### src/rtl/apb_reg_slave.sv
// rtl/apb_reg_slave.sv - APB completer bridging to a request/ack register backend.
// Optional APB_REG_SLAVE_TIMEOUT_EN adds a 16-cycle missing-ack timeout with PSLVERR.
module apb_reg_slave #(
   parameter int ADDR_W    = 8,
   parameter int REG_COUNT = 16
) (
   input  logic              clk,
   input  logic              rst,
   input  logic              PSEL,
   input  logic              PENABLE,
   input  logic              PWRITE,
   input  logic [ADDR_W-1:0] PADDR,
   input  logic [31:0]       PWDATA,
   input  logic [3:0]        PSTRB,
   output logic [31:0]       PRDATA,
   output logic              PREADY,
   output logic              PSLVERR,
   output logic              reg_wr,
   output logic              reg_rd,
   output logic [ADDR_W-3:0] reg_addr,
   output logic [31:0]       reg_wdata,
   output logic [3:0]        reg_strb,
   input  logic [31:0]       reg_rdata,
   input  logic              reg_ack
);

   typedef enum logic [1:0] {ST_IDLE, ST_REQ, ST_WAIT, ST_RESP} state_t;

   localparam logic [ADDR_W:0] ADDR_LIMIT = (ADDR_W+1)'(REG_COUNT * 4);

   state_t            state_q, state_d;
   logic              pwrite_q, pwrite_d;
   logic              err_q, err_d;
   logic              nop_q, nop_d;
   logic [ADDR_W-3:0] reg_addr_q, reg_addr_d;
   logic [31:0]       reg_wdata_q, reg_wdata_d;
   logic [3:0]        reg_strb_q, reg_strb_d;
   logic              reg_wr_q, reg_wr_d;
   logic              reg_rd_q, reg_rd_d;
   logic [31:0]       prdata_q, prdata_d;
   logic              pready_q, pready_d;
   logic              pslverr_q, pslverr_d;
   logic              in_range;
`ifdef APB_REG_SLAVE_TIMEOUT_EN
   logic [3:0]        cnt_q, cnt_d;
`endif

   assign in_range = ({1'b0, PADDR} < ADDR_LIMIT);

   always_comb begin
      state_d     = state_q;
      pwrite_d    = pwrite_q;
      err_d       = err_q;
      nop_d       = nop_q;
      reg_addr_d  = reg_addr_q;
      reg_wdata_d = reg_wdata_q;
      reg_strb_d  = reg_strb_q;
      reg_wr_d    = 1'b0;
      reg_rd_d    = 1'b0;
      prdata_d    = 32'h0;
      pready_d    = 1'b0;
      pslverr_d   = 1'b0;
`ifdef APB_REG_SLAVE_TIMEOUT_EN
      cnt_d       = cnt_q;
`endif
      case (state_q)
         ST_IDLE: begin
            if (PSEL && !PENABLE) begin
               state_d     = ST_REQ;
               pwrite_d    = PWRITE;
               err_d       = !in_range;
               nop_d       = PWRITE && (PSTRB == 4'b0000);
               reg_addr_d  = PADDR[ADDR_W-1:2];
               reg_wdata_d = PWDATA;
               reg_strb_d  = PSTRB;
               reg_wr_d    = PWRITE && in_range && (PSTRB != 4'b0000);
               reg_rd_d    = !PWRITE && in_range;
`ifdef APB_REG_SLAVE_TIMEOUT_EN
               cnt_d       = 4'd0;
`endif
            end
         end
         ST_REQ, ST_WAIT: begin
            if (!PSEL) begin
               state_d = ST_IDLE;
            end else if (err_q || nop_q) begin
               // No backend request was issued, so there is no ack to wait for.
               state_d   = ST_RESP;
               pready_d  = 1'b1;
               pslverr_d = err_q;
            end else if (reg_ack) begin
               state_d  = ST_RESP;
               pready_d = 1'b1;
               prdata_d = pwrite_q ? 32'h0 : reg_rdata;
`ifdef APB_REG_SLAVE_TIMEOUT_EN
            end else if (state_q == ST_WAIT && cnt_q == 4'd15) begin
               state_d   = ST_RESP;
               pready_d  = 1'b1;
               pslverr_d = 1'b1;
`endif
            end else begin
               state_d = ST_WAIT;
`ifdef APB_REG_SLAVE_TIMEOUT_EN
               cnt_d   = cnt_q + 4'd1;
`endif
            end
         end
         ST_RESP: begin
            state_d = ST_IDLE;
         end
         default: begin
            state_d = ST_IDLE;
         end
      endcase
   end

   always_ff @(posedge clk or negedge rst) begin
      if (!rst) begin
         state_q     <= ST_IDLE;
         pwrite_q    <= 1'b0;
         err_q       <= 1'b0;
         nop_q       <= 1'b0;
         reg_addr_q  <= '0;
         reg_wdata_q <= 32'h0;
         reg_strb_q  <= 4'h0;
         reg_wr_q    <= 1'b0;
         reg_rd_q    <= 1'b0;
         prdata_q    <= 32'h0;
         pready_q    <= 1'b0;
         pslverr_q   <= 1'b0;
`ifdef APB_REG_SLAVE_TIMEOUT_EN
         cnt_q       <= 4'd0;
`endif
      end else begin
         state_q     <= state_d;
         pwrite_q    <= pwrite_d;
         err_q       <= err_d;
         nop_q       <= nop_d;
         reg_addr_q  <= reg_addr_d;
         reg_wdata_q <= reg_wdata_d;
         reg_strb_q  <= reg_strb_d;
         reg_wr_q    <= reg_wr_d;
         reg_rd_q    <= reg_rd_d;
         prdata_q    <= prdata_d;
         pready_q    <= pready_d;
         pslverr_q   <= pslverr_d;
`ifdef APB_REG_SLAVE_TIMEOUT_EN
         cnt_q       <= cnt_d;
`endif
      end
   end

   assign PRDATA    = prdata_q;
   assign PREADY    = pready_q;
   assign PSLVERR   = pslverr_q;
   assign reg_wr    = reg_wr_q;
   assign reg_rd    = reg_rd_q;
   assign reg_addr  = reg_addr_q;
   assign reg_wdata = reg_wdata_q;
   assign reg_strb  = reg_strb_q;

endmodule

### config.mk
export PLATFORM = sky130hd
export DESIGN_NAME = apb_reg_slave
export DESIGN_NICKNAME = d
export VERILOG_FILES = /design/src/rtl/apb_reg_slave.sv
export SDC_FILE = /design/constraint.sdc
export NUM_CORES = 1
export LEC_CHECK = 0
export CAP_MARGIN = 40
export CORE_UTILIZATION = 35
export CTS_CLUSTER_SIZE = 25
export DETAILED_ROUTE_END_ITERATION = 16
export GPL_TIMING_DRIVEN = 0
export HOLD_SLACK_MARGIN = 0.12
export MAX_ROUTING_LAYER = met4
export PLACE_DENSITY = 0.76
export SLEW_MARGIN = 20
export SYNTH_ARGS = -nofsm -noshare
export SYNTH_HDL_FRONTEND = slang
export SYNTH_SLANG_ARGS = --single-unit
export TNS_END_PERCENT = 1
### constraint.sdc
create_clock -name clk -period 1.4 [get_ports clk]
set_input_delay 0.14 -clock clk [delete_from_list [all_inputs] [get_ports clk]]
set_output_delay 0.14 -clock clk [all_outputs]
set_load 0.03 [all_outputs]
==> reports/metrics.csv <==
stage,metric,value,unit
global_route,global-route wire length before repair,11050,microns
final_layout,post-route cell area,4975,sq um
final_layout,most frequent cells in the layout,"83 x dfrtp_1, 78 x clkdlybuf4s50_1, 78 x dlygate4sd2_1",
place,dpl cells,454,
power_and_ir_drop,Switching Fraction,0.3606,
logic_synthesis,Yosys Warn Count,0,
logic_synthesis,Post-Syn Nets,275,
clock_network,CTS tree,built,
floorplanning,I/O pin count,160,
worst_setup_path,reg-to-reg endpoint,reg_wdata[25],
worst_setup_path,CP Buf/Inv Count,3,
final_layout,layout cell share with drive strength beyond 1,0.2129,
floorplanning,Die W,94.36,microns
sta,Final WS setup,-0.1325,ns
detailed_routing,Avg WL per Cell,14.67,microns
power_and_ir_drop,Leakage,2.484,nW
worst_setup_path,cell family with most CP delay,buffers and inverters,
place,placed inst area,4712,sq um
logic_synthesis,post-synthesis sequential area ratio,0.6957,
detailed_routing,DRT Pass-1 Iters,4,
sta,Setup Skew,0.01375,ns
sta,worst rel slew slack,0.6038,
logic_synthesis,"Avg Cell Area, Syn",15.63,sq um
worst_setup_path,CP Depth,6,
global_route,pin count of the biggest net entering global routing,47,
final_layout,final non-filler cell total,476,
detailed_routing,Via density,4.443,
worst_setup_path,crit path DAT,1.75,ns
logic_synthesis,cell area after synthesis,2985,sq um
sta,RSZ-0062 raised after global routing,yes,
power_and_ir_drop,PwrDens,1888,nW/um^2
clock_network,total CTS buffers,9,
power_and_ir_drop,largest vdd supply drop,0.8650,mV
worst_setup_path,R2R depth,6,
worst_setup_path,WS Path Type,flip-flop to flip-flop,
run_status,failing checks,setup timing,
global_route,vias in the first global route,2319,
clock_network,Clock transition at path regs,0.09,ns
clock_network,CTS Buffer Depth,2,
sta,Tightest Pin Transition,0.5943,ns
worst_setup_path,Startpoint Class,flip-flop,
floorplanning,Initial Utilization,0.3633,
place,GP Congestion,0.7559,
power_and_ir_drop,Switching Power,3.388,mW
place,I/O Buffers,157,
sta,f_max,0.6525,GHz
floorplanning,Die Ht,94.36,microns
worst_setup_path,Reg2Reg Setup Slack,-0.13,ns
worst_setup_path,Max stage delay on crit path,0.40,ns
power_and_ir_drop,Clock Power Share,0.220,
logic_synthesis,Synth area leader,dfrtp_1,
detailed_routing,final wirelength,6985,microns
detailed_routing,Final ANT Viol Nets,0,
logic_synthesis,synth top area cells,"dfrtp_1 70%, mux2_2 16%, and2_1 6.7%",
run_status,status,"complete, but fails checks",
clock_network,# clock sinks,83,
sta,final hold vios,0,
logic_synthesis,Synth cell types,22,
sta,max-slew violation count,0,
global_route,GRT Total Usage,0.1714,
final_layout,"commonest non-fill, non-tap cell in the layout",dfrtp_1,
detailed_routing,DRC violation count after routing,0,
power_and_ir_drop,Seq pwr share,0.368,
detailed_routing,initial DRC count,50,
sta,Final Setup Violations,75,
power_and_ir_drop,combinational group share of total power,0.412,
floorplanning,die area,8903,sq um
sta,Final period util,1.095,
worst_setup_path,cell-by-cell trace of the critical path,inv_2 > ha_4 > nand3b_1 > buf_6 > buf_8 > mux2_4,
logic_synthesis,area share of the largest cell type after synthesis,0.6957,
worst_setup_path,CP Capture Type,flip-flop,
worst_setup_path,Worst R2R Start,state_q[0],
final_layout,n_diodes,0,
final_layout,NumNets Final,450,
worst_setup_path,Required @ worst endpoint,1.62,ns
min_path,hold crit path type,input pin to asynchronous set/reset pin,
clock_network,H-tree lvl count,3,
logic_synthesis,synthesized flop and latch total,83,
clock_network,worst skew pair latency,0.34,ns
worst_setup_path,Crit Path Max Fanout,10,
power_and_ir_drop,internal power,6.007,mW
sta,Final min period,1.533,ns
global_route,antenna violations before repair,0,
global_route,GRT overflow,0,
final_layout,Util after Layout,0.6055,
flow_run,max-cap violation count,0,
detailed_routing,via count,2115,
worst_setup_path,CP max stage cell,dfrtp_1,
floorplanning,Core Area,8217,sq um
clock_network,CTS root buf,clkbuf_8,
floorplanning,# rows,33,
final_layout,area grow syn2layout,66.64,%
place,post-DP HPWL,5221,microns
logic_synthesis,Post-Syn Instances,191,
## cells by family (layout without fill, tap and decap cells)
logic type / after synthesis / in the layout / synth area share
buf+inv: 12 / 192 / 0.02347
flops: 83 / 83 / 0.6957
compound gates: 4 / 4 / 0.008381
fa+ha+maj: 2 / 2 / 0.008381
mux: 45 / 45 / 0.1689
simple gates: 45 / 45 / 0.09514
## sequential cells by signal (all words and copies together) (netlist names)
register and cells:
PRDATA 32, reg_strb 4, reg_wr 1, err_q 1, nop_q 1, reg_addr 6, reg_wdata 32, PSLVERR 1
state_q 2, pwrite_q 1, PREADY 1, reg_rd 1
## cell type report
class,instances,area (sq um)
fillers,679,3242
plain buffers,8,98.84
flip-flops and latches,83,2077
clock inverters,4,97.59
repair buffers,164,1543
inverters,4,15.01
well taps,105,131.4
clock buffers,12,145.1
multi-input cells,96,867.1
## stage by stage
stage	total power, mW	hold slack (ns)	setup slack, ns	setup TNS [ns]
floorplan	5.836	-0.1556	-0.002884	-0.002884
global placement	7.641	0.4768	-2.671	-237.47
detailed placement	7.761	0.1862	-0.3083	-17.71
CTS	9.432	0.3240	-0.1277	-6.745
global route	9.891	0.3464	-0.1950	-9.961
finish	9.395	0.3260	-0.1325	-5.322
## power groups by stage
| stage | clock (mW) | combinational (mW) | sequential (mW) |
|---|---|---|---|
| floorplan | 0 | 0.950 | 4.89 |
| global placement | 0 | 4.15 | 3.49 |
| detailed placement | 0 | 4.21 | 3.55 |
| CTS | 2.11 | 3.84 | 3.47 |
| global route | 2.22 | 4.11 | 3.56 |
| finish | 2.06 | 3.87 | 3.46 |
## layer usage
| metal | share of wire | vias up | GRT usage |
|---|---|---|---|
| met3 | 0.065 | 11 | 0.04670 |
| li1 | - | 982 | - |
| met2 | 0.54 | 90 | 0.3043 |
| met4 | 0.015 | 0 | 0.06538 |
| met5 | 0 | - | - |
| met1 | 0.38 | 1032 | 0.1806 |
## cells in the mapped netlist, drive strengths merged
| master | count |
|---|---|
| a21oi | 1 |
| and2 | 32 |
| and3b | 1 |
| buf | 5 |
| clkbuf | 3 |
| dfrtp | 83 |
| ha | 2 |
| inv | 4 |
| mux2 | 43 |
| mux2i | 2 |
| nand2 | 3 |
| nand2b | 1 |
| nand3b | 1 |
| nor2 | 3 |
| nor3 | 1 |
| nor4 | 3 |
| o21ai | 2 |
| o311a | 1 |
## timing repair
action | CTS | global route
setup endpoints to repair | 155 | 79
endpoints found under the hold margin | 45 | 0
hold buffers | 1 | 0
gates resized for setup | 90 | 9
buffers inserted | 3 | 2
pin swaps | 3 | 2
## worst max path at each step
stage | startpoint | to | slack [ns]
floorplan | state_q[0] | reg_wdata[25] | -0.003
global placement | rst | PRDATA[14] | -2.67
detailed placement | state_q[1] | PRDATA[23] | -0.31
CTS | state_q[0] | reg_wdata[25] | -0.13
global route | state_q[0] | reg_wdata[25] | -0.19
finish | state_q[0] | reg_wdata[25] | -0.13
Note: power is estimated with default switching activity, not from simulation.
